**config.mk**
```make
export PLATFORM = sky130hd
export DESIGN_NAME = digit_serial_addsub
export DESIGN_NICKNAME = d
export VERILOG_FILES = /design/src/rtl/digit_serial_addsub.sv
export SDC_FILE = /design/constraint.sdc
export NUM_CORES = 1
export LEC_CHECK = 0
export CAP_MARGIN = 5
export CORE_MARGIN = 2
export CORE_UTILIZATION = 35
export DETAILED_ROUTE_END_ITERATION = 6
export GPL_ROUTABILITY_DRIVEN = 0
export SYNTH_ARGS = -nofsm -noshare
export SYNTH_HDL_FRONTEND = slang
export SYNTH_SLANG_ARGS = --single-unit
```
**constraint.sdc**
```tcl
create_clock -name clk -period 5.95 [get_ports clk]
set_clock_uncertainty 0.1 [all_clocks]
set_input_delay 1.19 -clock clk [delete_from_list [all_inputs] [get_ports clk]]
set_output_delay 1.19 -clock clk [all_outputs]
set_load 0.01 [all_outputs]
```
**src/rtl/digit_serial_addsub.sv**
```systemverilog
// ---------------------------------------------------------------------------
// digit_serial_addsub
//   Digit-serial adder/subtractor. Operands are accepted through a
//   valid/ready handshake, processed DIGIT bits per clock (LSB digit first)
//   with a registered carry between digits, and the WIDTH-bit result plus
//   carry-out and signed-overflow flag are returned through a second
//   valid/ready handshake.
//
//   state | meaning
//   ------+--------------------------------------------------------------
//   IDLE  | waiting for operands, in_ready=1
//   RUN   | one digit per clock, N = WIDTH/DIGIT cycles
//   DONE  | result held, out_valid=1 until out_ready
//
// Ports
//   clk        in   rising-edge clock
//   aclr       in   asynchronous active-high reset
//   flush      in   synchronous abort, returns to IDLE
//   in_valid   in   operand strobe
//   in_ready   out  operands accepted (IDLE only)
//   sub        in   0: a+b, 1: a-b
//   a, b       in   WIDTH-bit operands
//   out_valid  out  result available (DONE only)
//   out_ready  in   consumer takes result
//   sum        out  low WIDTH bits of the result
//   cout       out  carry out of MSB (sub: 1 = no borrow)
//   ovf        out  signed overflow
// ---------------------------------------------------------------------------
module digit_serial_addsub #(
    parameter int WIDTH = 32,
    parameter int DIGIT = 4
) (
    input  logic             clk,
    input  logic             aclr,
    input  logic             flush,
    input  logic             in_valid,
    output logic             in_ready,
    input  logic             sub,
    input  logic [WIDTH-1:0] a,
    input  logic [WIDTH-1:0] b,
    output logic             out_valid,
    input  logic             out_ready,
    output logic [WIDTH-1:0] sum,
    output logic             cout,
    output logic             ovf
);

    localparam int N  = WIDTH / DIGIT;
    localparam int CW = (N > 1) ? $clog2(N) : 1;

    localparam logic [1:0] S_IDLE = 2'd0;
    localparam logic [1:0] S_RUN  = 2'd1;
    localparam logic [1:0] S_DONE = 2'd2;

    logic [1:0]       state;
    logic [CW-1:0]    cnt;
    logic             carry;
    logic [WIDTH-1:0] op_a;
    logic [WIDTH-1:0] op_b;
    logic [WIDTH-1:0] res_sh;
    logic [WIDTH-1:0] sum_q;
    logic             cout_q;
    logic             ovf_q;

    logic [DIGIT:0]   dsum;
    logic             c_msb;
    logic [WIDTH-1:0] res_next;
    logic             last;

    always_comb begin
        dsum     = {1'b0, op_a[DIGIT-1:0]} + {1'b0, op_b[DIGIT-1:0]}
                 + {{DIGIT{1'b0}}, carry};
        // Carry into the digit's top bit, recovered from its sum bit; on the
        // last digit this is the carry into bit WIDTH-1.
        c_msb    = op_a[DIGIT-1] ^ op_b[DIGIT-1] ^ dsum[DIGIT-1];
        // New digit enters at the MSB end, earlier digits move down.
        res_next = (res_sh >> DIGIT)
                 | (WIDTH'(dsum[DIGIT-1:0]) << (WIDTH - DIGIT));
        last     = (cnt == CW'(N - 1));
    end

    always_ff @(posedge clk or posedge aclr) begin
        if (aclr) begin
            state  <= S_IDLE;
            cnt    <= '0;
            carry  <= 1'b0;
            op_a   <= '0;
            op_b   <= '0;
            res_sh <= '0;
            sum_q  <= '0;
            cout_q <= 1'b0;
            ovf_q  <= 1'b0;
        end else if (flush) begin
            state <= S_IDLE;
            cnt   <= '0;
            carry <= 1'b0;
        end else begin
            case (state)
                S_IDLE: begin
                    if (in_valid) begin
                        op_a  <= a;
                        // Subtraction as a + ~b + 1: invert b, seed carry.
                        op_b  <= b ^ {WIDTH{sub}};
                        carry <= sub;
                        cnt   <= '0;
                        state <= S_RUN;
                    end
                end
                S_RUN: begin
                    op_a   <= op_a >> DIGIT;
                    op_b   <= op_b >> DIGIT;
                    res_sh <= res_next;
                    carry  <= dsum[DIGIT];
                    if (last) begin
                        sum_q  <= res_next;
                        cout_q <= dsum[DIGIT];
                        ovf_q  <= c_msb ^ dsum[DIGIT];
                        cnt    <= '0;
                        state  <= S_DONE;
                    end else begin
                        cnt <= cnt + CW'(1);
                    end
                end
                S_DONE: begin
                    if (out_ready) begin
                        state <= S_IDLE;
                    end
                end
                default: state <= S_IDLE;
            endcase
        end
    end

    assign in_ready  = (state == S_IDLE);
    assign out_valid = (state == S_DONE);
    assign sum       = sum_q;
    assign cout      = cout_q;
    assign ovf       = ovf_q;

endmodule

```
==> flow_summary.ini <==
[run_status]
status = completed

[synth]
synth_edf_count = 0
synthArstFlopShare_pct = 100
synthCells = 646
synth_area_mm2 = 0.00593
yosysUniqueCellTypes = 27
avgSynthCellArea_um2 = 9.17
synth_seq_cells = 132
synth_warnings = 0
synth-seq-area-share_pct = 55.7
ys.flop_type = dfrtp_1
syn_nets = 723

[cells_and_area]
fill_cells = 1593
diodes = 0
drive_above_1_share_pct = 6.45
fin_nets = 808
area_delta_synth_final_pct = 29.2

[power]
leakage_nw = 3.59
ir_drop_mv = 0.202
p_per_area_mw_per_mm2 = 319

[worst_setup_path]
crit_required_ns = 6.09
path_buf_inv = 2
path_class = in -> reg
crit_family = simple AND/OR/NAND/NOR gates
crit_fanout = 39
crit_top_cell = nand2_1
cp-start-kind = primary input
critPathMaxStageDelay_ns = 0.74
worstSetupEndpointType = register
cp_slowest_cell = nand2_1
crit_arrival_ns = 3.40
crit_chain = clkdlybuf4s50_1, nor3b_2, buf_4, nand2_1, nand2_1, o21ai_0

[sta]
slew_viol_final = 0
finalSetupViolCount = 0
min_period_over_period_pct = 54.7
max_freq_mhz = 307
finalHoldViolCount = 0
setup_ws_ns = 2.69
slew_headroom_pct = 21.2
period_minus_slack_ns = 3.26
worst_slew_pin_slew_ns = 1.18
fin_tns_setup_ns = 0
grt_setup_unrepaired = false

[detailed_routing]
routedWlPerCell_um = 12.7
postRouteAntennaNets = 0
dr.pass1.iters = 6
drt-initial-drc-count = 263
via_count = 4380
vias_per_cell = 4.54
route.detailed.drc = 0
drt-total-wl_um = 12300

[global_routing]
grt_max_degree = 98
met1_usage_pct = 18.1
grt.overflow.total = 0
use_met2_pct = 23.8
busiest_layer = met2
grt_usage_pct = 14.5
grt_pass1_vias = 4440
grtUsageMet3_pct = 4.38
antenna_found_initial = 0
grt_pass1_wl_um = 20900

[cts]
cts_buffer_depth = 2
cts_resized = 0
cts_root_buf = clkbuf_16
clkTransAtPathRegs_ns = 0.06
htreeDepth = 4
cts_buffers = 17
clock_sinks = 132
post_cts_buffers = 0
cts_tree = built
postCtsHoldBufs = 0
clk-insertion-delay-late_ns = 0.41

[floorplanning]
fp-row-count = 47
die_area_mm2 = 0.0180
core_mm2 = 0.0166
dieHeight_um = 134
die_w_um = 134
ios = 106
initial_core_util_pct = 35.7

[place]
dp_slack_ns = 2.22
port_buffers = 105
post-dp-hpwl_um = 8250

[flow_run]
max-cap-violations = 0

[worst_hold_path]
hp-class = reg -> reg
==> cells in the final DEF (no fill, tap or decap) <==
cell,netlist,layout
nor2_1,36,36
buf_2,17,1
or3_1,2,1
xor2_1,2,2
nor3b_2,0,1
clkinv_4,0,1
inv_6,0,2
xnor2_1,33,33
nor2b_1,2,1
inv_1,5,4
clkbuf_16,0,17
clkdlybuf4s50_1,0,104
o21ai_1,7,7
o21ai_0,61,61
ha_1,5,5
buf_4,2,5
clkinvlp_4,0,4
fa_1,2,2
dfrtp_1,132,132
clkbuf_8,0,1
nor3_1,2,1
or3_4,0,1
nor2b_4,0,1
bufinv_16,0,1
o31ai_2,4,4
nor3_2,0,1
a22o_1,2,2
nand2b_1,3,3
a211oi_2,1,1
o2bb2ai_1,1,1
nand2_1,238,238
mux2i_1,29,29
clkinv_2,0,7
a21oi_1,31,31
a21o_1,3,3
==> metal layers <==
layer,up-vias,routed length [um]
met5,-,0
met4,0,125
met3,10,731
met2,98,5820
met1,2023,5600
li1,2249,-
==> where the power goes <==
part	internal, mW	total [mW]	switching (mW)
sequential	1.04	1.14	0.0973
clock	0.580	0.967	0.387
combinational	0.158	0.335	0.177
total	1.78	2.44	0.661
==> cells in the mapped netlist (3+ instances only) <==
cell type  count  area, um^2
xnor2_1       33         289
buf_2         17        85.1
buf_1          3        11.3
mux2i_1       29         290
nor2_1        36         135
nand2b_1       3        18.8
o21ai_0       61         305
clkbuf_1      20        75.1
nand2_1      238         893
dfrtp_1      132        3300
ha_1           5        62.6
a21oi_1       31         155
a21o_1         3        22.5
inv_1          5        18.8
o21ai_1        7        35.0
o31ai_2        4        50.1
==> registers in the layout, indices dropped and copies added, names as in the netlist <==
signal and flops:
carry 1, op_b 32, cnt 3, state 2, sum 32, ovf 1, cout 1, op_a 32
res_sh 28
==> through the flow <==
stage                     cell area (um^2)  utilization, %  hold WS (ns)  total power [mW]  std cells
after floorplan                       5930               -         0.339              1.37        646
after global placement                7100            42.8         0.357              1.47        932
after detailed placement              7100            42.8         0.363              1.49        932
after CTS                             7660            46.2         0.377              2.47        964
after global routing                  7660            46.2         0.390              2.58        964
final                                 7660            46.2         0.373              2.44        964
==> cell type report <==
type	count	area (um^2)	area share, %
Clock buffer	18	439	5.74
Clock inverter	14	113	1.47
Inverter	5	23.8	0.311
Multi-Input combinational cell	465	2420	31.6
Sequential cell	132	3300	43.1
Tap cell	220	275	3.60
Timing Repair Buffer	110	1080	14.2
==> cells by family after synthesis <==
| group | synth area share [%] |
|---|---|
| adders and majority gates | 1.73 |
| DFF | 55.7 |
| xor gates and xnor gates | 5.17 |
| AOI/OAI and AO/OA | 10.2 |
| muxes | 4.90 |
| buffers and inverters | 3.84 |
| and+or+nand+nor | 18.4 |
==> tightest hold or removal path, cell delays in order (launching register included) <==
cell	delay, ns
dfrtp_1	0.34
nand2_1	0.05
nand2_1	0.05
==> worst paths after layout <==
check	start	end	slack (ns)	cells past startpoint
worst max-delay path	flush	ovf	2.69	6
worst min-delay path	sum[24]	sum[24]	0.37	2
worst max register to register	state[1]	ovf	3.54	5
worst min register to register	sum[24]	sum[24]	0.37	2
max in group asynchronous	aclr	op_a[22]	3.49	3
min in group asynchronous	aclr	state[1]	1.22	2
Power figures use the tool's default switching activity.
